File: config.mk
export PLATFORM = sky130hd
export DESIGN_NAME = matrix_fb_arbiter
export DESIGN_NICKNAME = d
export VERILOG_FILES = /design/src/rtl/matrix_fb_arbiter.sv
export SDC_FILE = /design/constraint.sdc
export NUM_CORES = 1
export LEC_CHECK = 0
export CAP_MARGIN = 20
export CORE_MARGIN = 10
export CORE_UTILIZATION = 38
export CTS_CLUSTER_DIAMETER = 120
export DETAILED_ROUTE_END_ITERATION = 16
export PLACE_DENSITY_LB_ADDON = 0.05
export SKIP_CTS_REPAIR_TIMING = 1
export SYNTH_ARGS = -nofsm -noshare
export SYNTH_HDL_FRONTEND = slang
export SYNTH_SLANG_ARGS = --single-unit
export TNS_END_PERCENT = 20
File: constraint.sdc
create_clock -name clk -period 5.3 [get_ports clk]
set_clock_uncertainty 0.2 [all_clocks]
set_input_delay 0.53 -clock clk [delete_from_list [all_inputs] [get_ports clk]]
set_output_delay 0.53 -clock clk [all_outputs]
set_load 0.02 [all_outputs]
File: src/rtl/matrix_fb_arbiter.sv
// matrix_fb_arbiter: shares one single-port, double-buffered frame-buffer RAM
// between the matrix scan reader (priority) and the UART pixel writer.
// A starvation counter lets a waiting writer override the scanner, and the
// front/back banks swap only on a scan frame boundary.
// Optional feature macro: MATRIX_FB_WMASK_EN adds a per-colour write mask input
// (wr_mask) that drives mem_be on writes; without it mem_be stays 3'b111.
module matrix_fb_arbiter #(
    parameter int addr_bits    = 6,
    parameter int data_bits    = 24,
    parameter int starve_limit = 4
) (
    input  logic                 clk,
    input  logic                 reset_b,
    input  logic                 scan_req,
    input  logic [addr_bits-1:0] scan_addr,
    output logic                 scan_ready,
    output logic                 scan_valid,
    output logic [data_bits-1:0] scan_data,
    input  logic                 frame_start,
    input  logic                 wr_valid,
    output logic                 wr_ready,
    input  logic [addr_bits-1:0] wr_addr,
    input  logic [data_bits-1:0] wr_data,
`ifdef MATRIX_FB_WMASK_EN
    input  logic [2:0]           wr_mask,
`endif
    input  logic                 swap_req,
    output logic                 swap_done,
    output logic                 mem_en,
    output logic                 mem_we,
    output logic [addr_bits:0]   mem_addr,
    output logic [data_bits-1:0] mem_wdata,
    output logic [2:0]           mem_be,
    input  logic [data_bits-1:0] mem_rdata
);

    localparam int cnt_w = $clog2(starve_limit + 1);
    localparam logic [cnt_w-1:0] starve_max = cnt_w'(starve_limit);

    logic [cnt_w-1:0]     starve_cnt_q, starve_cnt_d;
    logic                 front_q, front_d;
    logic                 swap_pending_q, swap_pending_d;
    logic                 swap_done_q, swap_done_d;
    logic                 scan_valid_q, scan_valid_d;
    logic                 mem_en_q, mem_en_d;
    logic                 mem_we_q, mem_we_d;
    logic [addr_bits:0]   mem_addr_q, mem_addr_d;
    logic [data_bits-1:0] mem_wdata_q, mem_wdata_d;
    logic [2:0]           mem_be_q, mem_be_d;

    logic ovr;
    logic rd_acc;
    logic wr_acc;
    logic swap_now;
    logic front_next;

    // Handshake: scanner has priority unless the writer has been starved long enough.
    assign ovr        = wr_valid & (starve_cnt_q == starve_max);
    assign wr_ready   = ~scan_req | ovr;
    assign scan_ready = ~ovr;
    assign rd_acc     = scan_req & scan_ready;
    assign wr_acc     = wr_valid & wr_ready;

    // A swap takes effect in the frame_start cycle itself, so accesses accepted
    // in that cycle already target the new banks.
    assign swap_now   = frame_start & (swap_pending_q | swap_req);
    assign front_next = front_q ^ swap_now;

    assign scan_data  = mem_rdata;
    assign scan_valid = scan_valid_q;
    assign swap_done  = swap_done_q;
    assign mem_en     = mem_en_q;
    assign mem_we     = mem_we_q;
    assign mem_addr   = mem_addr_q;
    assign mem_wdata  = mem_wdata_q;
    assign mem_be     = mem_be_q;

    // Next-state: bank bookkeeping, starvation counter and the RAM command register.
    always_comb begin
        front_d        = front_next;
        swap_pending_d = swap_pending_q;
        swap_done_d    = swap_now;
        starve_cnt_d   = starve_cnt_q;
        mem_en_d       = rd_acc | wr_acc;
        mem_we_d       = wr_acc;
        mem_addr_d     = mem_addr_q;
        mem_wdata_d    = mem_wdata_q;
        mem_be_d       = mem_be_q;
        // Read data returns one cycle after the RAM read strobe.
        scan_valid_d   = mem_en_q & ~mem_we_q;

        if (swap_now) begin
            swap_pending_d = 1'b0;
        end else if (swap_req) begin
            swap_pending_d = 1'b1;
        end

        if (!wr_valid || wr_acc) begin
            starve_cnt_d = '0;
        end else if (starve_cnt_q != starve_max) begin
            starve_cnt_d = starve_cnt_q + 1'b1;
        end

        // Reads and writes are mutually exclusive by construction of the handshake.
        if (wr_acc) begin
            mem_addr_d  = {~front_next, wr_addr};
            mem_wdata_d = wr_data;
`ifdef MATRIX_FB_WMASK_EN
            mem_be_d    = wr_mask;
`else
            mem_be_d    = 3'b111;
`endif
        end else if (rd_acc) begin
            mem_addr_d  = {front_next, scan_addr};
            mem_be_d    = 3'b111;
        end
    end

    // State and RAM command registers; everything returns to idle on reset.
    always_ff @(posedge clk or negedge reset_b) begin
        if (!reset_b) begin
            starve_cnt_q   <= '0;
            front_q        <= 1'b0;
            swap_pending_q <= 1'b0;
            swap_done_q    <= 1'b0;
            scan_valid_q   <= 1'b0;
            mem_en_q       <= 1'b0;
            mem_we_q       <= 1'b0;
            mem_addr_q     <= '0;
            mem_wdata_q    <= '0;
            mem_be_q       <= 3'b111;
        end else begin
            starve_cnt_q   <= starve_cnt_d;
            front_q        <= front_d;
            swap_pending_q <= swap_pending_d;
            swap_done_q    <= swap_done_d;
            scan_valid_q   <= scan_valid_d;
            mem_en_q       <= mem_en_d;
            mem_we_q       <= mem_we_d;
            mem_addr_q     <= mem_addr_d;
            mem_wdata_q    <= mem_wdata_d;
            mem_be_q       <= mem_be_d;
        end
    end

endmodule

==> results.txt, run 1 <==
The count of cells in the finished layout, fillers not included, comes to 266. The switching power is 0.000218 W. The worst hold path belongs to the class primary input to async pin. At the pin with the least slew margin, the transition time is 0.866 ns.

For this design the top-level I/O count stands at 130. The DRC violations left is 0. Ranked by total cell area, the synthesized netlist is headed by dfrtp_1, mux2_4, buf_4, mux2_2, mux2i_1. The headroom to the max-slew limit came out at 42.3%.

The number of clock sinks is 40. The number of antenna violations at the first check in global routing is 0. The final weighted congestion in routability-driven placement came out at 0.703. The final clock period utilization by the worst path came out at 66.0%.

The global-route usage over all layers came out at 10.8%. The count of buffers added on input and output ports is 78. The number of inserted diodes came out at 0. The timing-limited maximum frequency came out at 286 MHz.

The number of distinct standard cells referenced by the synthesized netlist is 26. Summing the areas of all xor and xnor instances in the mapped netlist gives 0.917% of the synthesized area. On the critical path the largest part of the delay comes from buffers and inverters.

The post-route netlist has 17.6% of its cells at a drive strength greater than 1. The multi-input combinational cell area came out at 631 sq um. The pin count of the biggest net entering global routing came out at 41. The netlist area before placement came out at 1910 sq um.

The largest area contributor in the synthesized netlist is dfrtp_1. The clock transition at the register clock pins on the worst setup and hold paths after CTS came out at 0.07 ns. The average routed wire per standard cell came out at 16.9 microns.

The net switching fraction of the power came out at 27.5%. The number of pins exceeding their max-slew limit in the final report is 0. The clock network is responsible for 22.9% of the overall power.

Global routing finished with a remaining overflow of 0. The level count of the clock H-tree came out at 2. The most common cell after layout, fill and taps aside is clkdlybuf4s50_1.

The total negative slack is 0 ns. The peak supply drop came out at 0.000211 V. The area fraction in compound gates after synthesis is 3.08%.

The total instance count after detailed placement is 259. The share of synthesized area spent on multiplexers came out at 21.6%. The worst setup path is launched from a primary input. The power density over the cells is 305 nW/um^2. The area of the placeable core is 4790 sq um. For this run, the register share of the synthesized area comes to 52.4%.

In the layout the commonest cells are clkdlybuf4s50_1, dfrtp_1, mux2_4. The leakage power is 1.17 nW. The layout-stage area growth over the synthesis result is 35.8%. The detail route stage leaves a number of antenna-violating nets equal to 0. Summing over every cut layer, the via total after detailed routing is 1203. The count of cells along the worst register-to-register path is 6. The endpoint identified for the worst register-to-register timing path is mem_wdata[1]. The final number of hold-violating endpoints came to 0. Of the total synthesized cell area, the portion taken by AND, OR, NAND and NOR gates is 5.50%. The TritonCTS buffer count is 5. The average size of a mapped cell came out at 13.3 sq um.

The final wirelength is 4490 microns. The initial standard-cell utilization of the core came out at 39.9%. The most frequent cell on the critical path is clkdlybuf4s50_1. The first TritonRoute pass finished after 4 iterations. The setup slack of the worst register-to-register path is 3.02 ns. The first-pass GRT wire length came out at 7270 microns. For the worst setup path, the data arrival time is 2.77 ns. The type of destination of the critical path is an output port. The cell sitting at the root of the clock tree is a clkbuf_8. The filler cells instantiated in the layout total 433. The synthesized instance count came out at 144. The adder-cell share of the synthesized area is 1.31%. The combinational share of power is 30.4%. The max capacitance violation total is 0. The number of buffers and inverters on the critical path came out at 3. For this design, the slowest cell found on the critical path is clkdlybuf4s50_1. The number of endpoints failing setup at the final stage came out at 0. For the finished layout, the period the worst path requires is 3.50 ns. Cell internal power was estimated by the tool at 0.000575 W. In the final design database the tool counted 267 nets.

The die extent in x is 90.9 microns. TritonCTS built the clock tree. The die covers 8260 sq um. The floorplan die height came out at 90.9 microns. The dominant combinational cell family by area after synthesis is multiplexers. Setup repair after global routing left no endpoint under its margin. The worst path required time is 4.57 ns. For this run, the number of Yosys warnings is 0. The detailed placer's ending HPWL is 3510 microns. The number of synthesized register bits came out at 40.

On the worst path, the slowest cell contributes a delay of 0.85 ns. The run finished with clean final reports. The detail-routed via count per cell is 4.52. The signal on the critical path passes through clkdlybuf4s50_1 > nand3_2 > and2_1 > inv_1 > clkdlybuf4s50_1. The placement row count is 25. The area of all sequential standard cells is 1000 sq um.

Sequential cells burn 46.7% of the power. The proportion of netlist area held by the largest area contributor came out at 52.4%. Along the worst path, the maximum fanout reaches 14. The launch point of the critical path is wr_valid. The clock passes through at most 2 buffers.

The number of design-rule violations left by the first detailed-router iteration came out at 21. The source-to-sink clock delay at the later pin of the worst-skew pair came out at 0.28 ns. The via count of the first global-routing pass was 1374. The launch instance of the worst register-to-register path is starve_cnt_q[0]. The class of the most critical setup path is primary input to output port.
-- power by group through the flow --
stage	sequential (W)	combinational (W)	clock, W
floorplan	0.000419	0.000105	0
global placement	0.000374	0.000242	0
detailed placement	0.000376	0.000244	0
CTS	0.000370	0.000245	0.000191
global route	0.000376	0.000258	0.000206
finish	0.000370	0.000241	0.000182
-- cells in the mapped netlist --
library cell   n
a2bb2oi_1      1
buf_2          2
ha_1           2
buf_4         27
mux2i_1        6
nand3_2        1
inv_1          5
buf_6          1
and3_1         1
and2_1         1
buf_12         2
nand3_1        7
nor2_1         4
dfrtp_1       40
or2_2          1
nor2b_1        2
o21ai_0        7
conb_1         1
nand2_1        2
mux2_2         6
a21oi_1        1
nand2b_1       1
a21bo_1        1
clkbuf_1       1
xnor2_1        2
mux2_4        19
-- flip-flops by register name, summed over array words and instances, names as in the netlist --
| signal | cells |
|---|---|
| swap_done | 1 |
| mem_en | 1 |
| front_q | 1 |
| swap_pending_q | 1 |
| starve_cnt_q | 3 |
| mem_addr | 7 |
| scan_valid | 1 |
| mem_we | 1 |
| mem_wdata | 24 |
-- kinds of logic after synthesis --
group | Yosys count
AO/OA/AOI/OAI | 10
XOR/XNOR | 2
adder cells (fa/ha/maj) | 2
buffers and inverters | 38
flip-flops | 40
multiplexers | 31
other | 1
AND/OR/NAND/NOR | 20
-- cell type report --
| type | count | share of cell area, % |
|---|---|---|
| clock buffers | 6 | 2.80 |
| multi-input cells | 68 | 24.3 |
| inverters | 5 | 0.723 |
| flip-flops and latches | 40 | 38.6 |
| clock inverters | 1 | 0.193 |
| well taps | 67 | 3.23 |
| repair buffers | 79 | 30.2 |
-- how the worst max path moves through the flow --
| stage | slack, ns | to | cells after the start |
|---|---|---|---|
| 3_5_place_dp | 1.82 | wr_ready | 5 |
| 6_report | 1.80 | wr_ready | 5 |
| 5_1_grt | 1.63 | wr_ready | 5 |
| 4_1_cts | 1.80 | wr_ready | 5 |
| 2_1_floorplan | 3.24 | wr_ready | 6 |
| 3_3_place_gp | 1.88 | wr_ready | 5 |
-- through the flow --
stage | hold WS (ns) | instance area (sq um) | utilization [%] | total power, W | setup WS [ns]
after global routing | 0.226 | 2590 | 54.2 | 0.000839 | 1.63
after floorplan | 0.0344 | 1920 | - | 0.000524 | 3.24
after CTS | 0.185 | 2590 | 54.2 | 0.000807 | 1.80
after global placement | 0.207 | 2520 | 52.6 | 0.000616 | 1.88
after detailed placement | 0.223 | 2520 | 52.6 | 0.000620 | 1.82
final | 0.158 | 2590 | 54.2 | 0.000792 | 1.80
-- metal layers --
layer	GRT usage, %	part of all wire (%)
met2	18.4	49
met4	4.57	2.9
met3	3.66	6.5
met5	0	0
met1	12.1	41
(Power assumes the default switching activity.)
==> run 2: changes to the inputs <==
--- a/config.mk
+++ b/config.mk
@@ -7,7 +7,7 @@
 export LEC_CHECK = 0
 export CAP_MARGIN = 20
 export CORE_MARGIN = 10
-export CORE_UTILIZATION = 38
+export CORE_UTILIZATION = 35
 export CTS_CLUSTER_DIAMETER = 120
 export DETAILED_ROUTE_END_ITERATION = 16
 export PLACE_DENSITY_LB_ADDON = 0.05
==> constraint.sdc (replaced) <==
create_clock -name clk -period 3.5 [get_ports clk]
set_clock_uncertainty 0.2 [all_clocks]
set_input_delay 0.35 -clock clk [delete_from_list [all_inputs] [get_ports clk]]
set_output_delay 0.35 -clock clk [all_outputs]
set_load 0.02 [all_outputs]
==> results.txt, run 2 (synthesized netlist as in run 1, its figures left out) <==
The quantity of I/O buffers inserted on ports is 78 (unchanged). The number of pins exceeding their max-slew limit in the final report came out at 0 (unchanged). The detailed placer's ending HPWL came to 3630 microns (+3.5%). In the layout the commonest cells are clkdlybuf4s50_1, dfrtp_1, mux2_4. The average routed wire per standard cell is 17.0 microns (+0.93%). The first-pass iteration count of the detailed router is 3 (-1). The cell sitting at the root of the clock tree is a clkbuf_8. The peak supply drop came out at 0.000286 V (+36%). The max capacitance violation total came out at 0 (unchanged).

The multi-input combinational cell area came to 631 sq um (unchanged). The number of inserted diodes came out at 0 (unchanged). The number of fillers in the final layout is 460 (+6.2%). The via count of the first global-routing pass came out at 1310 (-4.7%).

The detail-routed via count per cell came to 4.29 (-5.2%). The level count of the clock H-tree came out at 2 (unchanged). The boundary pin count came out at 130 (unchanged). The die extent in x is 93.9 microns (+3.3%). The total instance count after detailed placement came out at 263 (+1.5%). From synthesis to final layout, the design area changed by 39.0%. The pin count of the biggest net entering global routing is 41 (unchanged). The headroom to the max-slew limit is 40.9% (-1.3 points). The signal arrival time at the worst endpoint came to 2.21 ns (-0.56 ns). The checks that failed: hold timing. The clock tree from TritonCTS is done. The top layer used by detailed routing is met4. The worst hold slack came to -0.0223 ns (-0.181 ns). The aggregate global routing overflow is 0 (unchanged). STA classifies the critical path endpoint as an output port.

The post-route minimum period is 2.76 ns. The worst path required time came to 2.95 ns (-1.62 ns). Based on the critical path, the design can be clocked at up to 363 MHz. The peak fanout along the critical path came out at 14 (unchanged).

The number of design-rule violations left by the first detailed-router iteration is 12 (-43%). The final number of hold-violating endpoints came out at 17 (+17). The power density over the cells is 499 nW/um^2 (+63%). The count of cells along the worst register-to-register path is 6 (unchanged). The pin slew with the least headroom to its limit came out at 0.886 ns (+0.0199 ns). In this run the critical register-to-register path is captured at mem_wdata[4]. The first-pass GRT wire length is 7290 microns (+0.39%).

The launch point of the critical path is wr_valid. The share of cells above drive strength 1 is 18.9% (+1.3 points). The number of endpoints failing setup at the final stage came out at 0 (unchanged). The vias after detailed routing came out at 1162 (-3.4%).

The initial standard-cell utilization of the core came out at 36.7% (-3.2 points). The deepest clock path buffer count is 2 (unchanged). The path class of the tightest hold or removal check is primary input to async pin.

The number of antenna violations at the first check in global routing is 0 (unchanged). The die area came out at 8810 sq um (+6.7%). The number of nets in the layout is 268 (+0.37%). The DRC violations left is 0 (unchanged). By startpoint and endpoint, the worst setup path is classified as primary input to output port. The floorplan die height came to 93.9 microns (+3.3%).

The TritonCTS buffer count came out at 5 (unchanged). The global-route usage over all layers came out at 10.5% (-0.30 points). The leakage power came to 1.20 nW (+2.4%). The routed wire length on met3 is 508 microns (+74%).

Setup repair after global routing left no endpoint under its margin. The final clock period utilization by the worst path is 78.8%. The placement row count came out at 26 (+4.0%).

The final weighted congestion in routability-driven placement came out at 0.684 (-2.7%). The area of the placeable core is 5200 sq um (+8.8%). The routed wire length on met2 is 2240 microns (+1.0%). The source-to-sink clock delay at the later pin of the worst-skew pair is 0.28 ns (about the same). In this run the worst setup path terminates at wr_ready. The worst setup path is launched from a primary input. The setup slack of the worst register-to-register path is 1.58 ns (-1.44 ns).

The number of nets still failing antenna checks after routing is 0 (unchanged). The non-filler instance count after layout was 271 (+1.9%). The most common cell after layout, fill and taps aside is clkdlybuf4s50_1. The clock transition at the register clock pins on the worst setup and hold paths after CTS is 0.08 ns (about the same). The worst register-to-register path begins at starve_cnt_q[0].

The area of all sequential standard cells came to 1000 sq um (unchanged). The total negative slack is 0 ns (unchanged). The number of clock sinks came out at 40 (unchanged). The run finished, with violations left. The flip-flop count of the largest register after layout is 24 (unchanged). The final wirelength came out at 4620 microns (+2.8%). The met1 wire length came to 1810 microns (-2.3%).
[run 2: cell types whose count changed in the layout (fill, tap and decap cells not counted), sizes merged]
cell    change
clkinv      -1
clkbuf      +1
buf         +1
bufinv      +1
[run 2: worst min path at each step]
stage,end,startpoint,depth (start not counted)
3_3_place_gp,scan_valid,mem_we,1
2_1_floorplan,front_q,reset_b,0
4_1_cts,mem_wdata[12],reset_b,1
5_1_grt,mem_wdata[12],reset_b,1
6_report,mem_wdata[12],reset_b,1
3_5_place_dp,scan_valid,mem_we,1
[run 2: stage by stage]
stage               util, %  total power, W  worst slack (ns)  instance area (sq um)
CTS                    51.0         0.00135             0.725                   2660
detailed placement     48.6        0.000938             0.739                   2530
global placement       48.6        0.000936             0.771                   2530
floorplan                 -        0.000793              1.62                   1920
finish                 51.0         0.00132             0.743                   2660
global route           51.0         0.00141             0.629                   2660
[run 2: layer usage]
layer	global-route usage, %	vias to the layer above
li1	-	557
met4	2.66	0
met3	6.16	16
met5	0	-
met1	11.5	530
met2	17.1	59
[run 2: final cells by class]
cell class                 instances  share of cell area (%)
clock buffer                       7                    3.63
timing repair buffer              80                    29.8
multi-input combinational         68                    23.8
tap                               70                    3.30
inverter                           5                   0.707
clock inverter                     1                    1.13
sequential                        40                    37.7
[run 2: where the power goes]
group | total (W) | switching [W] | internal [W]
Clock | 0.000401 | 0.000149 | 0.000251
Combinational | 0.000364 | 0.000153 | 0.000211
Sequential | 0.000559 | 0.0000345 | 0.000525
Total | 0.00132 | 0.000337 | 0.000987
[run 2: critical path, cell delays in order]
cell and delay [ns]:
clkdlybuf4s50_1 0.45, buf_4 0.22, nand3_2 0.18, and2_1 0.28
inv_1 0.11, clkdlybuf4s50_1 0.61
==> run 3: changes to the inputs <==
==> constraint.sdc (replaced) <==
create_clock -name clk -period 2.8 [get_ports clk]
set_clock_uncertainty 0.2 [all_clocks]
set_input_delay 0.28 -clock clk [delete_from_list [all_inputs] [get_ports clk]]
set_output_delay 0.28 -clock clk [all_outputs]
set_load 0.02 [all_outputs]
==> results.txt, run 3 (synthesized netlist as in run 1, its figures left out) <==
The run finished with clean final reports. The detail-routed via count per cell is 4.44 (+3.5%). The peak fanout along the critical path is 9 (-5). The first-pass iteration count of the detailed router came out at 4 (+1). The worst path required time is 2.32 ns (-0.63 ns). The total instance count after detailed placement came out at 264 (+0.38%).

The library cells used most frequently in the layout, excluding fill and tap cells, are clkdlybuf4s50_1, dfrtp_1, mux2_4. The number of pins exceeding their max-slew limit in the final report came out at 0 (unchanged). The area of the placeable core is 5200 sq um (unchanged). The final number of hold-violating endpoints is 0 (-17). The first-pass GRT wire length is 7260 microns (-0.48%). The vias after detailed routing came out at 1211 (+4.2%). In this run the clock root is driven by a clkbuf_8. The number of clock sinks is 40 (unchanged). The max capacitance violation total came to 0 (unchanged). The quantity of I/O buffers inserted on ports came out at 78 (unchanged).

The die extent in x came out at 93.9 microns (unchanged). The level count of the clock H-tree is 2 (unchanged). The number of fillers in the final layout came out at 464 (+0.87%).

The deepest clock path buffer count was 2 (unchanged). The number of nets still failing antenna checks after routing is 0 (unchanged). The peak supply drop came out at 0.000560 V (+96%).

The source-to-sink clock delay at the later pin of the worst-skew pair is 0.29 ns (about the same). The signal arrival time at the worst endpoint came out at 2.13 ns (-0.08 ns). The clock transition at the register clock pins on the worst setup and hold paths after CTS was 0.08 ns (about the same). The pin count of the biggest net entering global routing is 41 (unchanged). The final wirelength is 4620 microns (about the same). The number of inserted diodes came out at 0 (unchanged). The number of antenna violations at the first check in global routing came out at 0 (unchanged). The type of destination of the critical path is an output port. The setup slack of the worst register-to-register path came out at 0.87 ns (-0.71 ns). The power density over the cells is 617 nW/um^2 (+24%). The final weighted congestion in routability-driven placement came out at 0.654 (-4.3%).

The final clock period utilization by the worst path came out at 93.2%. The via count of the first global-routing pass is 1350 (+3.1%). The worst setup path is of the flop to output port kind. The number of design-rule violations left by the first detailed-router iteration came out at 54 (+42). The worst setup path is launched from a flop. The floorplan die height is 93.9 microns (unchanged). The leakage power is 1.21 nW (+0.49%). The pin slew with the least headroom to its limit came out at 0.868 ns (-0.0180 ns). The most common cell after layout, fill and taps aside is clkdlybuf4s50_1.

For this run, the top clock speed supported by timing is 383 MHz. The headroom to the max-slew limit came out at 42.1% (+1.2 points). The flip-flop count of the largest register after layout came to 24 (unchanged). The aggregate global routing overflow is 0 (unchanged). The die area is 8810 sq um (unchanged). The global-route usage over all layers came out at 10.3% (-0.19 points). The placement row count was 26 (unchanged). The total negative slack was 0 ns (unchanged).

The number of nets in the layout came out at 270 (+0.75%). The average routed wire per standard cell came out at 16.9 microns (-0.82%). The initial standard-cell utilization of the core is 36.7% (unchanged).

The clock tree from TritonCTS is done. The detailed placer's ending HPWL came out at 3620 microns (-0.25%). The number of endpoints failing setup at the final stage was 0 (unchanged). The TritonCTS buffer count came out at 5 (unchanged).

The DRC violations left came out at 0 (unchanged). The share of cells above drive strength 1 was 19.2% (+0.31 points). The class of the tightest hold or removal check is flop to flop.

The boundary pin count came out at 130 (unchanged). The non-filler instance count after layout came out at 273 (+0.74%). The clock period could shrink to 2.61 ns.

Setup repair after global routing left no endpoint under its margin. The layout-stage area growth over the synthesis result is 39.6%.
==> run 3: area by class of cell <==
cell class	instances	area, sq um	area share (%)
Tap cell	70	87.6	3.28
Clock buffer	6	82.6	3.10
Clock inverter	2	38.8	1.45
Sequential cell	40	1000	37.5
Inverter	5	18.8	0.704
Multi-Input combinational cell	68	631	23.6
Timing Repair Buffer	82	808	30.3
==> run 3: through the flow <==
stage	hold slack (ns)	instance area, sq um	total power [W]	utilization (%)	setup WS [ns]
after global placement	0.209	2540	0.00117	48.7	0.408
after global routing	0.236	2670	0.00174	51.2	0.0519
final	0.217	2670	0.00164	51.2	0.189
after detailed placement	0.214	2540	0.00118	48.7	0.366
after floorplan	-0.216	1920	0.000991	-	0.985
after CTS	-0.0634	2660	0.00168	51.1	0.169
==> run 3: worst paths after layout <==
check | startpoint | to | depth (start not counted)
setup / recovery | starve_cnt_q[0] | wr_ready | 6
hold / removal | mem_we | scan_valid | 1
setup reg to reg | starve_cnt_q[0] | mem_wdata[3] | 6
hold reg to reg | mem_we | scan_valid | 1
max in group asynchronous | reset_b | starve_cnt_q[1] | 2
min in group asynchronous | reset_b | mem_wdata[11] | 2
==> run 3: worst max-delay path: stages (launching register included) <==
cell and delay (ns):
dfrtp_1 0.41, inv_1 0.07, ha_1 0.18, nand3_2 0.18, and2_1 0.29, inv_1 0.10, clkdlybuf4s50_1 0.61
==> run 3: metal layers <==
metal | vias to the layer above | track usage (%) | wire (microns)
met4 | 0 | 3.04 | 73
li1 | 562 | - | -
met1 | 560 | 11.4 | 1790
met5 | - | 0 | 0
met2 | 72 | 16.9 | 2190
met3 | 17 | 5.36 | 563
==> run 3: power by group <==
| part | switching (W) | total [W] | leakage (nW) | internal, W |
|---|---|---|---|---|
| combinational | 0.000193 | 0.000459 | 0.667 | 0.000265 |
| sequential | 0.0000430 | 0.000699 | 0.477 | 0.000656 |
| clock | 0.000196 | 0.000488 | 0.0614 | 0.000291 |
